### src/rtl/ir_pkg.sv
// rtl/ir_pkg.sv - shared IR frame constants and width-window helper
package ir_pkg;

  // Receiver FSM encoding, also visible on the debug state output
  localparam logic [1:0] ST_IDLE = 2'd0;
  localparam logic [1:0] ST_GAP  = 2'd1;
  localparam logic [1:0] ST_MARK = 2'd2;

  // Abort causes reported on err_code
  localparam logic [1:0] ERR_NONE  = 2'b00;
  localparam logic [1:0] ERR_WIDTH = 2'b01;
  localparam logic [1:0] ERR_GAP   = 2'b10;

  // True when cnt lies in [w - tol, w + tol]; written without subtraction so
  // a window near zero never underflows.
  function automatic logic in_window(input int cnt, input int w, input int tol);
    return ((cnt + tol) >= w) && (cnt <= (w + tol));
  endfunction

endpackage

### src/rtl/ir_sample_tick.sv
// rtl/ir_sample_tick.sv - one-cycle sample tick every TICK_DIV clocks
module ir_sample_tick #(
  parameter int TICK_DIV = 2025
) (
  input  logic clock,
  input  logic reset,
  output logic tick
);

  localparam int DW = (TICK_DIV > 1) ? $clog2(TICK_DIV) : 1;
  localparam logic [DW-1:0] LAST = DW'(TICK_DIV - 1);

  logic [DW-1:0] div_cnt;

  // Free-running divider; tick is registered so the first one lands TICK_DIV
  // cycles after reset release.
  always_ff @(posedge clock or posedge reset) begin
    if (reset) begin
      div_cnt <= '0;
      tick    <= 1'b0;
    end else if (div_cnt == LAST) begin
      div_cnt <= '0;
      tick    <= 1'b1;
    end else begin
      div_cnt <= div_cnt + 1'b1;
      tick    <= 1'b0;
    end
  end

endmodule

### src/rtl/ir_frame_receiver.sv
// rtl/ir_frame_receiver.sv - pulse-width IR frame decoder with error reporting
module ir_frame_receiver
  import ir_pkg::*;
#(
  parameter int DATA_BITS     = 12,
  parameter int TICK_DIV      = 2025,
  parameter int START_TICKS   = 32,
  parameter int ONE_TICKS     = 16,
  parameter int ZERO_TICKS    = 8,
  parameter int TOL           = 2,
  parameter int GAP_MAX_TICKS = 16
) (
  input  logic                 clock,
  input  logic                 reset,
  input  logic                 data_in,
  output logic [DATA_BITS-1:0] move_data,
  output logic                 done,
  output logic                 error,
  output logic [1:0]           err_code,
  output logic [1:0]           state
);

  localparam int CNT_W = $clog2(START_TICKS + TOL + 2);
  localparam int IDX_W = $clog2(DATA_BITS + 1);

  logic                 tick;
  logic [1:0]           sync;
  logic                 s;
  logic [CNT_W-1:0]     cnt;
  logic [CNT_W-1:0]     cnt_inc;
  logic [IDX_W-1:0]     idx;
  logic [DATA_BITS-1:0] shreg;
  logic [DATA_BITS-1:0] bit_mask;
  logic [DATA_BITS-1:0] merged;
  logic                 start_ok;
  logic                 one_ok;
  logic                 zero_ok;
  logic                 gap_hit;
  logic                 last_bit;

  ir_sample_tick #(.TICK_DIV(TICK_DIV)) u_tick (
    .clock (clock),
    .reset (reset),
    .tick  (tick)
  );

  // Two-flop synchroniser for the asynchronous demodulator output
  always_ff @(posedge clock or posedge reset) begin
    if (reset) begin
      sync <= 2'b00;
    end else begin
      sync <= {sync[0], data_in};
    end
  end

  assign s = sync[1];

  // Saturating increment: a long carrier parks cnt at all-ones instead of
  // wrapping back into a valid window.
  assign cnt_inc  = (cnt == '1) ? cnt : cnt + 1'b1;
  assign start_ok = in_window(int'(cnt), START_TICKS, TOL);
  assign one_ok   = in_window(int'(cnt), ONE_TICKS, TOL);
  assign zero_ok  = in_window(int'(cnt), ZERO_TICKS, TOL);
  assign gap_hit  = (int'(cnt_inc) >= GAP_MAX_TICKS);
  assign last_bit = (int'(idx) == DATA_BITS - 1);

  // Shift register with the bit currently being closed merged in at idx;
  // ONE is tested first so it wins if the windows ever overlap.
  assign bit_mask = DATA_BITS'(1) << idx;
  assign merged   = (shreg & ~bit_mask) | (one_ok ? bit_mask : '0);

  // Frame FSM: advances only on sample ticks, pulses are cleared every cycle
  always_ff @(posedge clock or posedge reset) begin
    if (reset) begin
      state     <= ST_IDLE;
      cnt       <= '0;
      idx       <= '0;
      shreg     <= '0;
      move_data <= '0;
      done      <= 1'b0;
      error     <= 1'b0;
      err_code  <= ERR_NONE;
    end else begin
      done  <= 1'b0;
      error <= 1'b0;
      if (tick) begin
        case (state)
          ST_IDLE: begin
            if (s) begin
              cnt <= cnt_inc;
            end else begin
              // Lows that do not close a valid start mark are treated as noise
              cnt <= '0;
              if (start_ok) begin
                state <= ST_GAP;
                idx   <= '0;
              end
            end
          end
          ST_GAP: begin
            if (s) begin
              state <= ST_MARK;
              cnt   <= CNT_W'(1);
            end else if (gap_hit) begin
              error    <= 1'b1;
              err_code <= ERR_GAP;
              state    <= ST_IDLE;
              cnt      <= '0;
            end else begin
              cnt <= cnt_inc;
            end
          end
          ST_MARK: begin
            if (s) begin
              cnt <= cnt_inc;
            end else begin
              cnt <= '0;
              if (one_ok || zero_ok) begin
                shreg <= merged;
                if (last_bit) begin
                  move_data <= merged;
                  done      <= 1'b1;
                  state     <= ST_IDLE;
                end else begin
                  idx   <= idx + 1'b1;
                  state <= ST_GAP;
                end
              end else begin
                error    <= 1'b1;
                err_code <= ERR_WIDTH;
                state    <= ST_IDLE;
              end
            end
          end
          default: begin
            state <= ST_IDLE;
            cnt   <= '0;
          end
        endcase
      end
    end
  end

endmodule

### config.mk
export PLATFORM = sky130hd
export DESIGN_NAME = ir_frame_receiver
export DESIGN_NICKNAME = d
export VERILOG_FILES = /design/src/rtl/ir_pkg.sv /design/src/rtl/ir_sample_tick.sv /design/src/rtl/ir_frame_receiver.sv
export SDC_FILE = /design/constraint.sdc
export NUM_CORES = 1
export LEC_CHECK = 0
export ABC_AREA = 1
export CORE_UTILIZATION = 35
export DETAILED_ROUTE_END_ITERATION = 7
export GPL_ROUTABILITY_DRIVEN = 0
export GPL_TIMING_DRIVEN = 1
export SLEW_MARGIN = 20
export SYNTH_ARGS = -nofsm -noshare
export SYNTH_HDL_FRONTEND = slang
export SYNTH_HIERARCHICAL = 1
export SYNTH_SLANG_ARGS = --single-unit
### constraint.sdc
create_clock -name clock -period 2 [get_ports clock]
set_input_delay 0.4 -clock clock [delete_from_list [all_inputs] [get_ports clock]]
set_output_delay 0.4 -clock clock [all_outputs]
set_load 0.02 [all_outputs]
# Word-level counts from Yosys, hierarchy flattened
# Index checks and enable logic that the tools add are counted.
# totals
output_inout_bits	18
reg_bits	54
inputBits	3
# op_classes
shift	1
n_addsub	4
mux	38
n_lt_le_gt_ge	7
eq_ne	14
n_reduce_logical	13
bitwise	4
# op_table
cell	count
32-bit by 6-bit greater-or-equal comparator with 1-bit output (second input constant)	1
32-bit by 7-bit greater-or-equal comparator with 1-bit output (second input constant)	1
6-bit 2-to-1 mux	4
2-bit 2-to-1 mux	10
4-bit 2-to-1 mux	5
2-bit inequality test (second input constant)	8
12-bit AND	1
1-bit 2-to-1 mux	12
12-bit 2-to-1 mux	1
12-bit inverter	1
12-bit OR	1
6-bit one-hot mux with 2 select lines	1
1-bit by 4-bit << shifter with 12-bit output (first input constant)	1
11-bit by 1-bit adder with 11-bit output (second input constant)	1
11-bit equality test (second input constant)	1
11-bit 2-to-1 mux	1
5-bit AND reduction	2
4-bit one-hot mux with 2 select lines	1
6-bit by 2-bit adder with 7-bit output (second input constant)	1
7-bit by 4-bit greater-or-equal comparator with 1-bit output (second input constant)	1
7-bit AND reduction	1
6-bit by 1-bit adder with 6-bit output (second input constant)	1
6-bit equality test (second input constant)	1
6-bit by 5-bit greater-or-equal comparator with 1-bit output (second input constant)	1
other kinds (19)	22

# Logic depth before layout (Yosys ltp)
# depth
ltp_word	8
mapped_depth	15

# Modules after synthesis
# The synthesis kept the hierarchy.
# by_module_without_submodules
mod	cells_each	instances	area_per_inst_um2	seq_area_each_um2
ir_frame_receiver	313	1	2406.1	1051.0
ir_sample_tick	81	1	633.1	300.3

# Worst setup path before layout
# Ideal clock, no wire load.
# synth_path
path_type	reg2reg
start	register state[0]
end	register idx[3]
path_slack_ns	0.178
setup_time_ns	0.117
n_path_buf	1
arrival_ns	1.705
synth_period_minus_slack_ns	1.822
required_ns	1.883
path_stages_with_launch	11
cell_sequence	dfrtp_1 inv_1 ha_1 clkbuf_1 nor2_1 a21oi_1 o21ai_0 nor2_2 nand2_1 nand2_1 nand2_1
# synth_between
elab_chain_cells	3
# synth_rtl
element	line	rtl
start: declaration	ir_frame_receiver.sv:20	output logic [1:0] state
start signal: assignment	ir_frame_receiver.sv:75	state <= ST_IDLE;
start signal: assignment	ir_frame_receiver.sv:95	state <= ST_GAP;
start signal: assignment	ir_frame_receiver.sv:102	state <= ST_MARK;
2-bit equality test / 2-bit zero test (equally long branches)	ir_frame_receiver.sv:87	case (state)
2-bit inequality test (no source line) / 2-bit nonzero test (equally long branches)	n/a	
7-bit AND reduction (no source line)	n/a	
end signal: assignment	ir_frame_receiver.sv:125	idx <= idx + 1'b1;
end: declaration	ir_frame_receiver.sv:31	logic [IDX_W-1:0] idx;
# Parallel ways exist; a longest one is shown, timed or not.
# A chain may end at the register's enable or synchronous reset.

# Final worst setup path
# layout_path
start	register cnt[2]
end	register shreg[6]
# layout_between
elab_chain_cells	5
# layout_rtl
element	line	rtl
start: declaration	ir_frame_receiver.sv:29	logic [CNT_W-1:0] cnt;
start signal: assignment	ir_frame_receiver.sv:90	cnt <= cnt_inc;
start signal: assignment	ir_frame_receiver.sv:110	cnt <= cnt_inc;
start signal: assignment	ir_frame_receiver.sv:115	cnt <= cnt_inc;
6-bit by 2-bit adder with 7-bit output	ir_pkg.sv:17	return ((cnt + tol) >= w) && (cnt <= (w + tol));
32-bit by 6-bit greater-or-equal comparator with 1-bit output / 7-bit by 4-bit greater-or-equal comparator with 1-bit output (equally long branches)	ir_pkg.sv:17	
1-bit logical AND	ir_pkg.sv:17	
12-bit 2-to-1 mux / 1-bit logical OR (equally long branches)	ir_frame_receiver.sv:70, ir_frame_receiver.sv:118	
12-bit OR / 4-bit AND reduction (equally long branches)	n/a	
end signal: assignment	ir_frame_receiver.sv:119	shreg <= merged;
end: declaration	ir_frame_receiver.sv:32	logic [DATA_BITS-1:0] shreg;
# Parallel ways exist; a longest one is shown, timed or not.

==> flow_summary.yaml <==
cts:
  cts_sinks: 54
  root_buffer: "clkbuf_8"
  cts_buffer_depth: 2
  numCtsBuffers: 5
  h-tree-depth: 2
  holdBufCountCts: 0
  cts_setup_buffers: 0
  cts_tree: "done"
  path_clk_slew_ps: 100
  clock_latency_ps: 310
sta:
  skew_ps: 7.40
  relSlewSlack_pct: 64.0
  period_share_pct: 91.7
  fmax_mhz: 545
  finalHoldViolations: 0
  fin_crit_ps: 1830
  setup_violations: 0
  rsz0062_at_grt: "false"
  drv_slew: 0
  final.setup.worst_slack_ps: 167
  worst_pin_slew_ps: 540
  setup-tns-final_ps: 0
logic_synthesis:
  ys.flop_type: "dfrtp_1"
  post-synth-top-area-cell: "dfrtp_1"
  synth-compound-area-share_pct: 8.93
  synth-edff-count: 0
  synthArstFlopShare_pct: 100
  synth.most_common_cell: "nand2_1"
  synthMuxAreaShare_pct: 0
  synthTopCellsByCount: "141 x nand2_1, 54 x dfrtp_1, 37 x inv_1"
  syn_area_per_cell_sq_um: 7.71
  synthDistinctLibCells: 30
  ys_warn_count: 6
  syn-cell-area_sq_mm: 0.00304
  seq_area_frac_synth_pct: 44.5
  syn-num-nets: 413
  synth_seq_cells: 54
  synthSimpleGateAreaFrac_pct: 32.2
  synth_cells: 394
  synth_area_leaders: "dfrtp_1 44%, nand2_1 17%, ha_1 6.6%, nand3_1 4.8%, inv_1 4.6%"
  synth.top_cell.area_share_pct: 44.5
  synthAdderAreaFrac_pct: 6.59
  synth_xor_area_share_pct: 0.865
  synth_top_family_by_area: "simple AND/OR/NAND/NOR gates"
die:
  die_w_microns: 95.2
  die-area_sq_mm: 0.00906
  io_pins: 21
  die_h_microns: 95.2
  core_sq_mm: 0.00830
  start_util_pct: 36.6
  rows: 33
global_routing:
  grt_usage_pct: 15.3
  grt_max_degree: 43
  first_global_vias: 2595
  antenna_found_initial: 0
  grt_first_pass_wirelength_microns: 11200
  overflow: 0
detailed_routing:
  drc: 0
  num_vias: 2549
  drt_iter0_drc: 104
  postRouteAntennaNets: 0
  wl_per_cell_microns: 11.6
  viasPerCell: 4.82
  drt_wl_total_microns: 6140
  first_pass_iters: 4
worst_setup_path:
  crit_arrival_ps: 2090
  cp_slowest_cell: "dfrtp_2"
  r2r_end: "shreg[6]"
  r2r-start: "cnt[2]"
  critical_path_class: "register to register"
  path_buf_inv: 3
  worstPathCellList: "inv_2, ha_1, inv_1, nor2_2, nand3_1, nand3_1, o21ai_4, buf_4, o21ai_0, nand2_1, nand2_1"
  max_stage_delay_ps: 450
  r2r_slack_ps: 170
  crit_cells: 11
  crit_path_start_kind: "register"
  cp_top_family: "simple AND/OR/NAND/NOR gates"
  required_ps: 2250
  worstSetupEndpointType: "register"
  endpoint: "shreg[6]"
  reg2regPathDepth: 11
  cp-startpoint: "cnt[2]"
  path_max_fanout: 13
job:
  drv_cap: 0
finish:
  drive_gt1_share_pct: 11.1
  layout-area-overhead-vs-synth_pct: 15.9
  final_core_utilization_pct: 42.4
  antenna_cells: 0
  nFillCells: 813
  fin_nets: 442
min_path:
  holdCritPathClass: "register to register"
  holdPathStages: 0
power_and_ir_drop:
  p_leak_uw: 0.00178
  pwr_density_cell_mw_per_mm2: 505
  peakVddDrop_v: 0.000223
place:
  dp_hpwl_microns: 4460
  io_buffers: 20
  pre_cts_slack_ps: 69.4
run_status:
  status: "completed"
-- routing by layer --
metal / part of all wire (%) / vias up / GRT usage [%]
li1: - / 1318 / -
met1: 49 / 1182 / 20.1
met2: 47 / 38 / 25.3
met3: 2.5 / 11 / 2.39
met4: 1.9 / 0 / 5.68
met5: 0 / - / 0
-- cell type report --
type,instances,area [sq um],share of cell area [%]
inverters,42,166,4.73
clock buffers,6,82.6,2.35
clock inverters,2,16.3,0.462
flip-flops and latches,54,1360,38.5
well taps,105,131,3.73
repair buffers,29,268,7.60
multi-input cells,290,1500,42.5
repair inverters,1,5.00,0.142
-- metrics by stage --
step / std cells / cell area [sq um] / hold WS, ps / total power (uW)
global route: 529 / 3520 / 377 / 1860
detailed placement: 520 / 3380 / 351 / 1150
global placement: 520 / 3380 / 346 / 1150
floorplan: 394 / 3040 / 265 / 1140
CTS: 528 / 3480 / 375 / 1810
finish: 529 / 3520 / 369 / 1780
-- state kept, by name, indices dropped and copies added, names as in the netlist --
signal / flops
sync: 2
err_code: 2
state: 2
idx: 4
move_data: 12
u_tick/div_cnt: 11
u_tick/tick: 1
done: 1
shreg: 12
error: 1
cnt: 6
-- worst register-to-register path, cell delays in order, from the launching register on --
cell	delay [ps]
dfrtp_2	450
inv_2	90
ha_1	170
inv_1	50
nor2_2	90
nand3_1	80
nand3_1	130
o21ai_4	80
buf_4	180
o21ai_0	280
nand2_1	110
nand2_1	70
-- timing repair --
action | in CTS | in global routing
setup endpoints to repair | 0 | 31
hold endpoints to repair | 0 | 0
resized for setup | 0 | 14
-- report_power, final --
group / internal (uW) / switching, uW / leakage, uW
Sequential: 1090 / 1.69 / 0.000731
Combinational: 6.72 / 24.8 / 0.00100
Clock: 286 / 366 / 0.0000478
Total: 1390 / 392 / 0.00178
-- worst min-delay path by stage --
stage            start                end  slack, ps
6_report       sync[0]            sync[1]        370
5_1_grt        sync[0]            sync[1]        380
4_1_cts        sync[0]            sync[1]        370
3_5_place_dp   sync[0]            sync[1]        350
3_3_place_gp   sync[0]            sync[1]        350
2_1_floorplan    reset  u_tick/div_cnt[0]        260
-- cells in the final DEF (no fill, tap or decap) --
cell type	netlist	routed
o21a_1	1	1
nand3_2	5	5
nand2_1	141	140
nand2_4	2	1
inv_2	5	5
nor2_4	1	2
a31oi_1	7	7
nand3b_1	1	1
clkbuf_8	0	6
ha_1	16	15
nand2_8	0	1
o211ai_1	3	3
nand4_1	4	4
o21ai_4	1	1
clkinvlp_4	0	2
clkinvlp_2	0	1
o21ai_1	0	2
clkdlybuf4s50_1	0	20
xor2_1	2	2
ha_2	0	1
nand3_1	29	29
a21oi_1	15	15
or2_2	1	1
xnor2_1	1	1
nor2_2	2	2
nand2_2	3	4
inv_6	0	2
buf_4	2	9
nand4_4	1	1
a21boi_0	1	1
nor2_1	34	33
dfrtp_2	0	3
inv_1	37	35
o22ai_1	3	3
o21ai_0	16	14
dfrtp_1	54	51
-- kinds of logic after synthesis --
logic type | Yosys count
buffers and inverters | 50
and+or+nand+nor | 224
AOI/OAI and AO/OA | 47
adders and majority gates | 16
xor gates and xnor gates | 3
DFF | 54
Power figures use the tool's default switching activity.
